<file path="src/rtl/wb_bram_slave.sv">
// wb_bram_slave
// Wishbone classic slave in front of an inferred single-port block RAM.
// Each transfer is terminated by a one-cycle ACK_O, or by a one-cycle ERR_O
// when the address is past the last word.
//
// Ports
//   CLK_I        clock, rising edge
//   RST_I        asynchronous active-high reset
//   CYC_I/STB_I  bus cycle / strobe; a request is CYC_I & STB_I
//   WE_I         1 = write, 0 = read
//   ADR_I        word address (AW bits)
//   SEL_I        byte-lane write enables (DW/8 bits)
//   DAT_I        write data
//   DAT_O        registered read data; changes only when a read completes
//   ACK_O        registered normal termination pulse
//   ERR_O        registered error termination pulse
//
// state   | meaning
// --------+-------------------------------------------------------------
// IDLE    | waiting for a request; the only state that samples the bus
// RD_WAIT | read accepted, waiting out the extra latency cycle(s)
// RESP    | termination pulse is on ACK_O or ERR_O; back to IDLE next

module wb_bram_slave #(
    parameter int DW     = 32,
    parameter int AW     = 3,
    parameter int DEPTH  = 8,
    parameter int RD_LAT = 1
) (
    input  logic            CLK_I,
    input  logic            RST_I,
    input  logic            CYC_I,
    input  logic            STB_I,
    input  logic            WE_I,
    input  logic [AW-1:0]   ADR_I,
    input  logic [DW/8-1:0] SEL_I,
    input  logic [DW-1:0]   DAT_I,
    output logic [DW-1:0]   DAT_O,
    output logic            ACK_O,
    output logic            ERR_O
);

    localparam int NB = DW / 8;
    localparam int IW = (DEPTH > 1) ? $clog2(DEPTH) : 1;

    // DEPTH widened by one bit so the range compare works even when
    // DEPTH == 2**AW (then every address is in range).
    localparam logic [AW:0] DEPTH_W  = (AW + 1)'(DEPTH);
    localparam logic [1:0]  LAT_LOAD = 2'(RD_LAT - 1);

    typedef enum logic [1:0] {
        IDLE    = 2'd0,
        RD_WAIT = 2'd1,
        RESP    = 2'd2
    } state_t;

    state_t          state_q, state_d;
    logic            ack_q, ack_d;
    logic            err_q, err_d;
    logic [DW-1:0]   dat_q, dat_d;
    logic [DW-1:0]   pipe_q, pipe_d;
    logic [1:0]      cnt_q, cnt_d;

    logic            req;
    logic            in_range;
    logic [IW-1:0]   idx;
    logic            mem_wr_en;
    logic [DW-1:0]   mem_rd;

    logic [DW-1:0]   mem_q [DEPTH];

    assign req      = CYC_I & STB_I;
    assign in_range = ({1'b0, ADR_I} < DEPTH_W);
    assign idx      = ADR_I[IW-1:0];
    assign mem_rd   = mem_q[idx];

    // Storage: not reset. Writes are suppressed while reset is held so a
    // request present during reset cannot slip into the array.
    always_ff @(posedge CLK_I) begin
        if (mem_wr_en && !RST_I) begin
            for (int i = 0; i < NB; i++) begin
                if (SEL_I[i]) begin
                    mem_q[idx][8*i +: 8] <= DAT_I[8*i +: 8];
                end
            end
        end
    end

    // State and output registers
    always_ff @(posedge CLK_I or posedge RST_I) begin
        if (RST_I) begin
            state_q <= IDLE;
            ack_q   <= 1'b0;
            err_q   <= 1'b0;
            dat_q   <= '0;
            pipe_q  <= '0;
            cnt_q   <= 2'd0;
        end else begin
            state_q <= state_d;
            ack_q   <= ack_d;
            err_q   <= err_d;
            dat_q   <= dat_d;
            pipe_q  <= pipe_d;
            cnt_q   <= cnt_d;
        end
    end

    // Next-state logic
    always_comb begin
        state_d = state_q;
        case (state_q)
            IDLE: begin
                if (req) begin
                    if (!in_range || WE_I) begin
                        state_d = RESP;
                    end else if (RD_LAT == 1) begin
                        state_d = RESP;
                    end else begin
                        state_d = RD_WAIT;
                    end
                end
            end
            RD_WAIT: begin
                // Only CYC_I matters here: STB_I/ADR_I were consumed at accept.
                if (!CYC_I) begin
                    state_d = IDLE;
                end else if (cnt_q <= 2'd1) begin
                    state_d = RESP;
                end
            end
            RESP:    state_d = IDLE;
            default: state_d = IDLE;
        endcase
    end

    // Output / datapath logic
    always_comb begin
        ack_d     = 1'b0;
        err_d     = 1'b0;
        dat_d     = dat_q;
        pipe_d    = pipe_q;
        cnt_d     = cnt_q;
        mem_wr_en = 1'b0;
        case (state_q)
            IDLE: begin
                if (req) begin
                    if (!in_range) begin
                        err_d = 1'b1;
                    end else if (WE_I) begin
                        mem_wr_en = 1'b1;
                        ack_d     = 1'b1;
                    end else begin
                        cnt_d = LAT_LOAD;
                        if (RD_LAT == 1) begin
                            dat_d = mem_rd;
                            ack_d = 1'b1;
                        end else begin
                            // Capture the word now so later bus changes
                            // cannot affect what this read returns.
                            pipe_d = mem_rd;
                        end
                    end
                end
            end
            RD_WAIT: begin
                if (!CYC_I) begin
                    cnt_d = 2'd0;
                end else if (cnt_q <= 2'd1) begin
                    cnt_d = 2'd0;
                    dat_d = pipe_q;
                    ack_d = 1'b1;
                end else begin
                    cnt_d = cnt_q - 2'd1;
                end
            end
            default: begin
            end
        endcase
    end

    assign DAT_O = dat_q;
    assign ACK_O = ack_q;
    assign ERR_O = err_q;

endmodule

</file>
<file path="config.mk">
export PLATFORM = sky130hd
export DESIGN_NAME = wb_bram_slave
export DESIGN_NICKNAME = d
export VERILOG_FILES = /design/src/rtl/wb_bram_slave.sv
export SDC_FILE = /design/constraint.sdc
export NUM_CORES = 1
export LEC_CHECK = 0
export CAP_MARGIN = 20
export CORE_MARGIN = 2
export CORE_UTILIZATION = 40
export DETAILED_ROUTE_END_ITERATION = 10
export SYNTH_ARGS = -nofsm -noshare
export SYNTH_HDL_FRONTEND = slang
export SYNTH_SLANG_ARGS = --single-unit
export TNS_END_PERCENT = 20
</file>
<file path="constraint.sdc">
create_clock -name CLK_I -period 2.42 [get_ports CLK_I]
set_input_delay 0.363 -clock CLK_I [delete_from_list [all_inputs] [get_ports CLK_I]]
set_output_delay 0.363 -clock CLK_I [all_outputs]
set_load 0.05 [all_outputs]
</file>
==> impl_metrics.py <==
metrics = {
    "clocking": {
        "root_buffer": "clkbuf_16",
        "h-tree-depth": 1,
        "cts_resized": 0,
        "holdBufCountCts": 0,
        "clkLatencyLatePin_ns": 0.54,
        "clockBufferDepth": 3,
        "cts_tree": "done",
        "clk_pin_slew_ns": 0.06,
        "clock_sinks": 290,
        "cts_buffers": 29,
        "postCtsSetupRepairBufs": 0,
    },
    "placement": {
        "dp_hpwl_microns": 18100,
        "io_buffers": 76,
        "gp_routability_congestion": 0.832,
    },
    "synthesis": {
        "synth_flop_cell": "edfxtp_1",
        "netlist_area_sq_um": 11300,
        "ys_seq_area_share_pct": 75.5,
        "synth_nets": 741,
        "synth_edf_count": 256,
        "ys_async_sr_fraction_pct": 11.7,
        "syn_inst": 697,
        "ys_ff_latch": 290,
        "netlist-cell-type-count": 37,
        "yosysWarnings": 0,
        "syn_avg_cell_area_sq_um": 16.2,
    },
    "worst_setup_path": {
        "cp.required_ns": 2.06,
        "r2r_end": "mem_q[2][28]",
        "start_kind": "flip-flop",
        "setup.worst_path.end_class": "output pin",
        "crit_end": "DAT_O[10]",
        "crit_type": "flip-flop to output pin",
        "worst-path-buf-inv": 1,
        "rr_startpoint": "state_q[1]",
        "cp_max_fo": 2,
        "cp_top_family": "buffers and inverters",
        "critPathMaxStageDelay_ns": 0.83,
        "path_depth": 1,
        "setup.worst_path.start": "DAT_O[10]",
        "rr_worst_depth": 6,
        "cp_cell_sequence": "clkdlybuf4s50_1",
        "cp.arrival_ns": 1.80,
        "slowest_stage": "clkdlybuf4s50_1",
        "rrSetupSlack_ns": 0.57,
    },
    "global_route": {
        "overflow": 0,
        "grt_pass1_wl_microns": 39500,
        "grt_pass1_vias": 6773,
        "antenna_found_initial": 0,
        "grt_usage_pct": 18.0,
        "grt_max_degree": 45,
    },
    "sta": {
        "timing.final.crit_share_pct": 89.2,
        "fin_skew_ns": 0.00894,
        "hold_viol": 0,
        "max-slew-margin-rel_pct": 29.3,
        "drv_slew": 0,
        "min_period_ns": 2.16,
        "rsz0062_at_grt": "no",
        "fmax_mhz": 463,
        "finalSetupViolCount": 0,
        "worst_pin_slew_ns": 1.06,
        "hold-worst-slack_ns": 0.0644,
        "tns_ns": 0,
    },
    "power": {
        "p_per_area_nw_per_um2": 844,
        "leakage_nw": 4.75,
        "peakVddDrop_mv": 0.652,
    },
    "cells_and_area": {
        "synthToLayoutAreaGrowth_pct": 22.4,
        "layout-drive-gt1-share_pct": 16.6,
        "fillers": 2347,
        "fin_nets": 869,
        "multi_input_area_sq_um": 2520,
        "seq_area_sq_um": 8540,
        "insertedDiodeCount": 0,
        "final_cell_mix": "edfxtp_1 (256), clkdlybuf4s50_1 (73), mux2i_1 (70)",
        "final_common_cell": "edfxtp_1",
    },
    "die": {
        "top_level_ports": 78,
        "coreArea_sq_um": 27800,
        "dieArea_sq_um": 29600,
        "placementRows": 61,
        "fp.dieW_microns": 172,
        "start_util_pct": 40.7,
        "die_h_microns": 172,
    },
    "drt": {
        "vias_per_cell": 5.32,
        "num_vias": 6516,
        "routed_wl_microns": 26300,
        "drcViolationCount": 0,
        "wl_per_cell_microns": 21.5,
        "ant_nets": 0,
        "drt_pass1_iterations": 4,
        "dr.first_iter.drc_count": 502,
    },
    "run_status": {
        "status": "complete, no violations",
    },
    "worst_hold_path": {
        "hold_class": "input port to async pin",
    },
    "run": {
        "drv_cap": 0,
    },
}
[layout make-up]
| type | instances | share of cell area, % |
|---|---|---|
| inverter | 2 | 0.0542 |
| sequential | 290 | 61.7 |
| clock buffer | 35 | 5.62 |
| tap | 378 | 3.42 |
| multi-input combinational | 360 | 18.2 |
| timing repair buffer | 142 | 9.25 |
| clock inverter | 18 | 1.78 |
[how the worst min path moves through the flow]
stage	end	depth (start not counted)
6_report	state_q[1]	2
5_1_grt	state_q[1]	2
4_1_cts	state_q[1]	2
3_5_place_dp	DAT_O[27]	1
3_3_place_gp	DAT_O[27]	1
2_1_floorplan	mem_q[0][0]	0
[metal layers]
metal  GRT usage (%)  vias to the layer above  part of all wire [%]
li1                -                     3002                     -
met1            23.4                     3271                    42
met2            31.0                      190                    50
met3            2.93                       53                   5.3
met4            5.74                        0                   2.8
met5               0                        -                     0
[synth_stat cells (2+ instances only)]
cell | instances | area (sq um)
nand3_1 | 4 | 20.0
a22o_1 | 5 | 43.8
a221oi_1 | 9 | 78.8
o32a_1 | 16 | 160
dfrtp_1 | 34 | 851
a211oi_1 | 16 | 120
clkbuf_1 | 17 | 63.8
buf_2 | 17 | 85.1
a22oi_1 | 20 | 150
nor2b_1 | 27 | 169
buf_4 | 7 | 52.6
buf_6 | 3 | 33.8
o22a_1 | 5 | 43.8
mux2i_1 | 70 | 701
nand2_1 | 12 | 45.0
and3b_1 | 2 | 17.5
a21oi_1 | 37 | 185
mux2_2 | 11 | 124
or2_2 | 6 | 37.5
nand3b_1 | 2 | 15.0
o22ai_1 | 4 | 25.0
edfxtp_1 | 256 | 7690
a31oi_1 | 16 | 100
nor3_1 | 5 | 25.0
nor2_1 | 41 | 154
o21ai_0 | 44 | 220
[flip-flops by register name (all words and copies together) (netlist names)]
signal	count
mem_q	256
DAT_O	32
state_q	1
ACK_O	1
[metrics by stage]
| stage | cell area, sq um | power, mW | utilization, % | instances | setup WS [ns] |
|---|---|---|---|---|---|
| after detailed placement | 12800 | 7.07 | 46.2 | 1172 | 0.130 |
| after global routing | 13800 | 12.0 | 49.8 | 1225 | 0.233 |
| after global placement | 12800 | 7.05 | 46.2 | 1172 | 0.136 |
| final | 13800 | 11.7 | 49.8 | 1225 | 0.261 |
| after CTS | 13800 | 11.8 | 49.8 | 1225 | 0.250 |
| after floorplan | 11300 | 6.52 | - | 697 | 0.492 |
[power breakdown]
part	switching [mW]	internal (mW)
logic	0.837	0.464
registers	0.0860	5.57
clock network	1.81	2.92
[cell families (layout without fill, tap and decap cells)]
| group | after synthesis | in the layout | synth area share, % |
|---|---|---|---|
| AO/OA/AOI/OAI | 173 | 173 | 10.0 |
| AND/OR/NAND/NOR | 104 | 104 | 4.68 |
| other | 1 | 1 | 0.0332 |
| flip-flops | 290 | 290 | 75.5 |
| buffers and inverters | 47 | 197 | 2.28 |
| multiplexers | 82 | 82 | 7.49 |
(Power assumes the default switching activity.)
==> variant (same settings) <==
The parameter `RD_LAT` goes from 1 to 0.
--- a/src/rtl/wb_bram_slave.sv
+++ b/src/rtl/wb_bram_slave.sv
@@ -25,7 +25,7 @@
     parameter int DW     = 32,
     parameter int AW     = 3,
     parameter int DEPTH  = 8,
-    parameter int RD_LAT = 1
+    parameter int RD_LAT = 0
 ) (
     input  logic            CLK_I,
     input  logic            RST_I,
Check against the original RTL: not equivalent (a bounded check fails within 4 cycles, from zero or initial values and one cycle with RST_I high).
==> variant against the original RTL <==
- total power up 23%
- routed wire length up 12%
- area after synthesis grew 14%
- sequential cell count grew 35
- utilization is 0.62 points lower
- cell area increased by 12%
- combinational power is 94% higher
- non-clock buffer count up 6
- first-iteration DRC count increased by 12%
- setup slack improved by 0.10 ns
- clock skew about the same
==> variant: results (changes against the original RTL) <==
Outcome:
- The run finished with clean final reports.

Timing:
- The worst slew margin relative to its limit is 0.536 (+0.244).
- The worst hold slack across all endpoints was 0.240 ns (+0.176 ns).
- The maximum clock skew at final layout is 0.00869 ns (-0.000257 ns).

Placed design:
- The setup slack at placement came to -0.0280 ns (-0.158 ns).

Critical path:
- The arrival time of data at the critical path endpoint is 2.28 ns (+0.48 ns).
- The critical path launch point is state_q[0].

Power:
- The part of the power in registers came to 0.467 (-0.017).
- The combinational gate power is 2.52 mW (+94%).

Floorplanning:
- The area of the placeable core was 31600 um^2 (+14%).

Routing:
- The detailed-route wire length per cell is 21.8 um (+1.5%).
- The number of vias after detailed routing was 7125 (+9.3%).
- The number of DRC violations after detailed-routing iteration 0 came to 560 (+12%).

Final layout:
- The count of filler cells inserted in the layout was 2650 (+13%).
- The area taken by multi-input logic gates is 3140 um^2 (+25%).
- The buffer count excluding the clock tree in the final layout is 148 (+4.2%).
- The relative area of non-clock buffer cells in the final design is 0.0893 (-0.00319).
- The fraction of area in clock buffers and inverters is 0.0715 (-0.00250).
- The share of cells above drive strength 1 is 0.196 (+0.0295).
- The multi-input gate count was 417 (+16%).

GRT:
- The met3 routing resource usage after global routing is 0.0341 (+0.00478).
- The maximum number of pins on one net before global-route repair is 51 (+13%).
- The first-pass GRT wire length was 44900 um (+14%).
- The via count of the first global-routing pass is 7327 (+8.2%).

Clocking:
- The number of buffers created by CTS is 34 (+17%).
- The sink count of the clock tree is 325 (+12%).

Logic synthesis:
- The sequential cell area fraction in the yosys report was 0.730 (-0.0247).
- In the synthesized netlist, the cells that appear most often are sky130_fd_sc_hd__edfxtp_1 (256), sky130_fd_sc_hd__dfrtp_1 (69), sky130_fd_sc_hd__mux2i_1 (66).
## variant: cell count changes in the layout (fill, tap and decap cells not counted), sizes merged, moves of 7 or more
| cell | change |
|---|---|
| nor2 | +14 |
| nor3 | +7 |
| a211oi | -16 |
| a221oi | -9 |
| nand2b | +9 |
| clkbuf | +14 |
| nor3b | +14 |
| dfrtp | +35 |
| nor2b | -10 |
| mux2 | +41 |
## variant: cells by family after synthesis
kind of cell,count (synthesis),synth area share
AOI/OAI and AO/OA,149,0.0733
buffers and inverters,55,0.0270
DFF,325,0.730
muxes,125,0.113
other,1,0.000291
and+or+nand+nor,142,0.0564
## variant: per-stage QoR
step                      cells  TNS, ns
after floorplan             797        0
after global placement     1294        0
after detailed placement   1294   -0.242
after CTS                  1356        0
after global routing       1356        0
final                      1356        0
## variant: per-layer routing
metal / vias up / part of all wire
li1: 3315 / -
met1: 3574 / 0.46
met2: 195 / 0.46
met3: 41 / 0.052
met4: 0 / 0.022
met5: - / 0
## variant: worst max-delay path, stage by stage (launching register included)
cell and delay, ns:
sky130_fd_sc_hd__dfrtp_1 0.41, sky130_fd_sc_hd__nand4bb_1 0.28, sky130_fd_sc_hd__nor3b_2 0.21, sky130_fd_sc_hd__buf_4 0.20, sky130_fd_sc_hd__nand2_1 0.22, sky130_fd_sc_hd__nor3_1 0.26
sky130_fd_sc_hd__buf_4 0.19
## variant: worst paths after layout
| check | endpoint | cells after the start |
|---|---|---|
| hold reg to reg | DAT_O[0] | 1 |
| setup / recovery | mem_q[3][3] | 6 |
| setup reg to reg | mem_q[3][3] | 6 |
| max in group asynchronous | pipe_q[30] | 3 |
| min in group CLK_I | DAT_O[0] | 1 |
| hold / removal | DAT_O[18] | 2 |
